--- src/rtl/fgen_pkg.sv ---
`default_nettype none
// ============================================================================
// Module   : fgen_pkg
// Purpose  : Shared types and constants for the function-generator sweep
//            sequencer: FSM state encoding, select field widths and the
//            setting-table entry layout {wave, amp, freq, dwell}.
// Revision : 1.0  initial release
// ============================================================================
package fgen_pkg;

    localparam int WAVE_W = 3;
    localparam int AMP_W  = 3;
    localparam int FREQ_W = 2;
    localparam int SEL_W  = WAVE_W + AMP_W + FREQ_W;

    // Default dwell width; the top level may override it per instance.
    localparam int DWELL_W_DEFAULT = 16;

    typedef enum logic [1:0] {
        ST_IDLE  = 2'd0,
        ST_LOAD  = 2'd1,
        ST_DWELL = 2'd2,
        ST_DONE  = 2'd3
    } state_t;

    // Generator-facing portion of a table entry. A full entry is stored as
    // {sel_t, dwell} with the dwell count in the least significant bits.
    typedef struct packed {
        logic [WAVE_W-1:0] wave;
        logic [AMP_W-1:0]  amp;
        logic [FREQ_W-1:0] freq;
    } sel_t;

endpackage
`default_nettype wire

--- src/rtl/fgen_cfg_table.sv ---
`default_nettype none
// ============================================================================
// Module   : fgen_cfg_table
// Purpose  : ENTRIES x ENTRY_W setting register file. One synchronous write
//            port, one asynchronous read port. Contents are not reset.
// Revision : 1.0  initial release
// ============================================================================
module fgen_cfg_table
    import fgen_pkg::*;
#(
    parameter int ENTRIES = 4,
    parameter int IDX_W   = 2,
    parameter int ENTRY_W = SEL_W + DWELL_W_DEFAULT
) (
    input  logic               clk,
    input  logic               we,
    input  logic [IDX_W-1:0]   waddr,
    input  logic [ENTRY_W-1:0] wdata,
    input  logic [IDX_W-1:0]   raddr,
    output logic [ENTRY_W-1:0] rdata
);

    logic [ENTRY_W-1:0] r_mem [ENTRIES];

    // Table write; no reset so the array maps onto plain storage.
    always_ff @(posedge clk) begin
        if (we) begin
            r_mem[waddr] <= wdata;
        end
    end

    assign rdata = r_mem[raddr];

endmodule
`default_nettype wire

--- src/rtl/fgen_sweep_sequencer.sv ---
`default_nettype none
// ============================================================================
// Module   : fgen_sweep_sequencer
// Purpose  : Steps the function generator through a programmable table of
//            (waveform, amplitude, frequency) settings, holding each one for
//            its dwell time and strobing ld_freq whenever a new entry is
//            applied. Supports single-pass and looping sweeps plus abort.
// Revision : 1.0  initial release
// ============================================================================
module fgen_sweep_sequencer
    import fgen_pkg::*;
#(
    parameter int ENTRIES = 4,
    parameter int IDX_W   = 2,
    parameter int DWELL_W = 16
) (
    input  logic               clk,
    input  logic               rst,
    input  logic               start,
    input  logic               stop,
    input  logic               loop_en,
    input  logic [IDX_W:0]     num_entries,
    input  logic               cfg_we,
    input  logic [IDX_W-1:0]   cfg_addr,
    input  logic [WAVE_W-1:0]  cfg_wave,
    input  logic [AMP_W-1:0]   cfg_amp,
    input  logic [FREQ_W-1:0]  cfg_freq,
    input  logic [DWELL_W-1:0] cfg_dwell,
    output logic [WAVE_W-1:0]  wave_sel,
    output logic [AMP_W-1:0]   amp_sel,
    output logic [FREQ_W-1:0]  freq_sel,
    output logic               ld_freq,
    output logic [IDX_W-1:0]   cur_idx,
    output logic               busy,
    output logic               done
);

    localparam int ENTRY_W = SEL_W + DWELL_W;

    state_t               r_state;
    state_t               w_state_next;
    logic [IDX_W-1:0]     r_idx;
    logic [DWELL_W-1:0]   r_dwell_cnt;
    sel_t                 r_sel;

    logic                 w_load;
    logic [IDX_W-1:0]     w_load_idx;
    logic [ENTRY_W-1:0]   w_wr_entry;
    logic [ENTRY_W-1:0]   w_rd_entry;
    sel_t                 w_rd_sel;
    logic [DWELL_W-1:0]   w_rd_dwell;
    logic [IDX_W:0]       w_idx_plus1;
    logic                 w_last;
    logic                 w_have_entries;
    logic                 w_dwell_end;

    assign w_wr_entry = {cfg_wave, cfg_amp, cfg_freq, cfg_dwell};

    fgen_cfg_table #(
        .ENTRIES (ENTRIES),
        .IDX_W   (IDX_W),
        .ENTRY_W (ENTRY_W)
    ) u_cfg_table (
        .clk   (clk),
        .we    (cfg_we),
        .waddr (cfg_addr),
        .wdata (w_wr_entry),
        .raddr (w_load_idx),
        .rdata (w_rd_entry)
    );

    assign {w_rd_sel, w_rd_dwell} = w_rd_entry;

    // A ">=" test rather than "==" so that shrinking num_entries below the
    // current position still terminates the pass at this dwell end.
    assign w_idx_plus1    = {1'b0, r_idx} + {{IDX_W{1'b0}}, 1'b1};
    assign w_last         = (w_idx_plus1 >= num_entries);
    assign w_have_entries = (num_entries != '0);
    assign w_dwell_end    = (r_dwell_cnt == '0);

    // Next-state logic. The entry is fetched and latched on the edge that
    // enters LOAD, so selects and ld_freq are valid in the same cycle.
    always_comb begin
        w_state_next = r_state;
        w_load       = 1'b0;
        w_load_idx   = '0;
        case (r_state)
            ST_IDLE: begin
                if (!stop && start && w_have_entries) begin
                    w_state_next = ST_LOAD;
                    w_load       = 1'b1;
                end
            end
            ST_LOAD: begin
                w_state_next = stop ? ST_IDLE : ST_DWELL;
            end
            ST_DWELL: begin
                if (stop) begin
                    w_state_next = ST_IDLE;
                end else if (w_dwell_end) begin
                    if (!w_last) begin
                        w_state_next = ST_LOAD;
                        w_load       = 1'b1;
                        w_load_idx   = w_idx_plus1[IDX_W-1:0];
                    end else if (loop_en && w_have_entries) begin
                        // An emptied table cannot wrap; it finishes instead.
                        w_state_next = ST_LOAD;
                        w_load       = 1'b1;
                    end else begin
                        w_state_next = ST_DONE;
                    end
                end
            end
            ST_DONE: begin
                if (stop) begin
                    w_state_next = ST_IDLE;
                end else if (start && w_have_entries) begin
                    w_state_next = ST_LOAD;
                    w_load       = 1'b1;
                end
            end
            default: w_state_next = ST_IDLE;
        endcase
    end

    // State register.
    always_ff @(posedge clk or posedge rst) begin
        if (rst) begin
            r_state <= ST_IDLE;
        end else begin
            r_state <= w_state_next;
        end
    end

    // Entry capture on load, dwell countdown otherwise. A zero dwell is
    // treated as one cycle, so the counter preload is max(dwell,1)-1.
    always_ff @(posedge clk or posedge rst) begin
        if (rst) begin
            r_idx       <= '0;
            r_sel       <= '0;
            r_dwell_cnt <= '0;
        end else if (w_load) begin
            r_idx       <= w_load_idx;
            r_sel       <= w_rd_sel;
            r_dwell_cnt <= (w_rd_dwell == '0) ? '0 : (w_rd_dwell - DWELL_W'(1));
        end else if ((r_state == ST_DWELL) && !w_dwell_end) begin
            r_dwell_cnt <= r_dwell_cnt - DWELL_W'(1);
        end
    end

    assign wave_sel = r_sel.wave;
    assign amp_sel  = r_sel.amp;
    assign freq_sel = r_sel.freq;
    assign cur_idx  = r_idx;
    assign ld_freq  = (r_state == ST_LOAD);
    assign busy     = (r_state == ST_LOAD) || (r_state == ST_DWELL);
    assign done     = (r_state == ST_DONE);

endmodule
`default_nettype wire

--- config.mk ---
export PLATFORM = sky130hd
export DESIGN_NAME = fgen_sweep_sequencer
export DESIGN_NICKNAME = d
export VERILOG_FILES = /design/src/rtl/fgen_pkg.sv /design/src/rtl/fgen_cfg_table.sv /design/src/rtl/fgen_sweep_sequencer.sv
export SDC_FILE = /design/constraint.sdc
export NUM_CORES = 1
export LEC_CHECK = 0
export CAP_MARGIN = 20
export CORE_UTILIZATION = 45
export DETAILED_ROUTE_END_ITERATION = 16
export PLACE_DENSITY_LB_ADDON = 0.1
export SYNTH_ARGS = -nofsm -noshare
export SYNTH_HDL_FRONTEND = slang
export SYNTH_SLANG_ARGS = --single-unit
--- constraint.sdc ---
create_clock -name clk -period 3.5 [get_ports clk]
set_input_delay 0.525 -clock clk [delete_from_list [all_inputs] [get_ports clk]]
set_output_delay 0.525 -clock clk [all_outputs]
set_load 0.02 [all_outputs]
==> flow_summary.yaml <==
sta:
  hold_viol_final: 0
  fin_worst_skew_ns: 0.0140
  rsz0062_at_grt: "true"
  min_period_ns: 3.41
  slew-limit-headroom: 0.626
  setup_violations: 0
  fmax_mhz: 293
  finalMaxSlewViolations: 0
  max_slew.worst_pin.slew_ns: 0.561
  period_share: 0.975
finish:
  n_fill_cell: 997
  final_area_um2: 7480
  seq_area_um2: 3590
  area_growth_pct: 30.9
  finalNetCount: 632
  drive_gt1_frac: 0.218
  antenna_cells: 0
  multi_input_area_um2: 2150
  finalNonFillerCells: 765
routing:
  drcViolationCount: 0
  num_vias: 4017
  drt-wirelength-per-cell_um: 17.0
  drt-initial-drc-count: 296
  drtPass1Iterations: 4
  drt.antenna.violating_nets: 0
  drt-total-wl_mm: 13.0
  via_per_inst: 5.25
clock_network:
  cts_root_buffer: "clkbuf_16"
  max-clock-path-buffers: 2
  cts_buffers: 17
  hold_buffers: 0
  tritoncts: "done"
  h-tree-depth: 4
  clock_insertion_delay_worst_skew_ns: 0.42
  clk_pin_slew_ns: 0.05
  cts_sinks: 124
logic_synthesis:
  synthTopCellsByCount: "edfxtp_1 (96), nand2_1 (78), dfrtp_1 (28)"
  synth_edf_count: 96
  synthDistinctLibCells: 56
  syn_area_um2: 5710
  synth.area.top_cells: "edfxtp_1 (50%), dfrtp_1 (12%), nand2_1 (5.1%)"
  synth_ff_type: "edfxtp_1"
  postSynthAreaPerCell_um2: 12.1
  synth_top_cell_by_area: "edfxtp_1"
  ys_seq_elements: 124
  ys_async_sr_fraction: 0.226
  yosysSeqAreaShare: 0.627
  syn_inst: 471
  synth_nets: 517
  ys.warnings.count: 0
  synth_top_area_frac: 0.504
  yosysMostFrequentCell: "edfxtp_1"
placed_design:
  hpwl_mm: 8.86
  place_inst: 726
  dpl_cell_area_um2: 6820
  port_buffers: 47
  gp_congestion: 0.877
worst_setup_path:
  cp.required_ns: 3.80
  critPathMaxFanout: 5
  setup.worst_path.class: "reg -> reg"
  crit_arrival_ns: 3.71
  end_kind: "register"
  worst_setup_path_start_kind: "register"
  reg2reg_from: "r_dwell_cnt[2]"
  critPathLaunch: "r_dwell_cnt[2]"
job:
  maxCapViolCount: 0
floorplanning:
  initial_core_util: 0.468
  io_pins: 48
  die-width_um: 115
  rows: 40
  die_y_um: 115
  coreArea_um2: 12200
  die-area_um2: 13200
global_route:
  grt_pass1_wl_mm: 20.8
  grt_max_degree: 25
  grt_pass1_vias: 3949
  grt_antenna_before_repair: 0
  overflow: 0
  grtUsageTotal: 0.219
power_and_ir_drop:
  worst_ir_drop_vdd_v: 0.000291
  fin_total_pwr_w: 0.00436
  power_leakage_nw: 2.81
  power_density_nw_per_um2: 583
min_path:
  hold_path.class: "in -> async"
status:
  status: "finished clean"
cells in the final DEF (no fill, tap or decap), types with 11 or more instances in the layout:
cell and count:
edfxtp_1 96, nand2_1 78, buf_4 64, clkdlybuf4s50_1 45, dfrtp_1 26, nor2_1 24, o22ai_1 21, clkbuf_16 17
xnor2_1 16, o21ai_0 15, nand3_1 14, nor3_1 14, a21oi_1 12, o211ai_1 11
cell families after synthesis:
kind of cell             count (synthesis)  synth area share
AND/OR/NAND/NOR                        181             0.159
XOR/XNOR                                25            0.0383
buffers and inverters                   28            0.0193
adder cells (fa/ha/maj)                 11            0.0241
flip-flops                             124             0.627
multiplexers                             8            0.0149
AO/OA/AOI/OAI                           94             0.117
path summary, 6_finish.rpt:
path | to | slack, ns | depth (start not counted)
max | r_dwell_cnt[14] | 0.09 | 10
min | freq_sel[1] | 0.36 | 2
max reg2reg | r_dwell_cnt[14] | 0.09 | 10
min reg2reg | amp_sel[0] | 0.48 | 2
max in group asynchronous | cur_idx[0] | 2.55 | 3
min in group clk | amp_sel[0] | 0.48 | 2
report_power, final:
| group | internal (W) | switching [W] |
|---|---|---|
| sequential | 0.00180 | 0.000142 |
| clock | 0.000944 | 0.000587 |
| combinational | 0.000427 | 0.000464 |
| total | 0.00317 | 0.00119 |
stage by stage:
step | util | hold WS [ns] | TNS [ns] | setup slack [ns]
final | 0.613 | 0.363 | 0 | 0.0878
after global routing | 0.613 | 0.385 | -0.119 | -0.0686
after CTS | 0.603 | 0.367 | 0 | 0.0269
after detailed placement | 0.559 | 0.465 | -6.53 | -0.485
after global placement | 0.559 | 0.460 | -6.06 | -0.439
after floorplan | - | 0.511 | 0 | 0.00614
worst max-delay path, stage by stage, from the launching register on:
cell and delay [ns]:
dfrtp_1 0.37, or4_4 0.57, nand4b_4 0.21, buf_6 0.16
a2111oi_4 0.42, nand4b_1 0.24, a22oi_4 0.24, nand4bb_4 0.13
or3_1 0.40, o311a_1 0.32, a211o_1 0.22
per-layer routing:
metal / track usage / wire length [um]
met1: 0.305 / 6140
met2: 0.324 / 5920
met3: 0.0545 / 747
met4: 0.0978 / 189
met5: 0 / 0
registers in the layout, summed over array words and instances, names as in the netlist:
register           count
r_dwell_cnt           16
wave_sel               3
freq_sel               2
cur_idx                2
u_cfg_table.r_mem     96
r_state                2
amp_sel                3
final cells by class:
| type | count | share of cell area |
|---|---|---|
| clock inverter | 12 | 0.0110 |
| clock buffer | 18 | 0.0574 |
| sequential | 124 | 0.479 |
| inverter | 10 | 0.00502 |
| timing repair buffer | 114 | 0.132 |
| multi-input combinational | 319 | 0.287 |
| tap | 168 | 0.0281 |
repair_timing:
action / 4_1_cts / 5_1_grt
gates resized for setup: 2 / 17
cloned: 1 / 0
pin swaps: 4 / 9
setup buffers: 2 / 6
endpoints found under the setup margin: 3 / 16
Power figures use the tool's default switching activity.
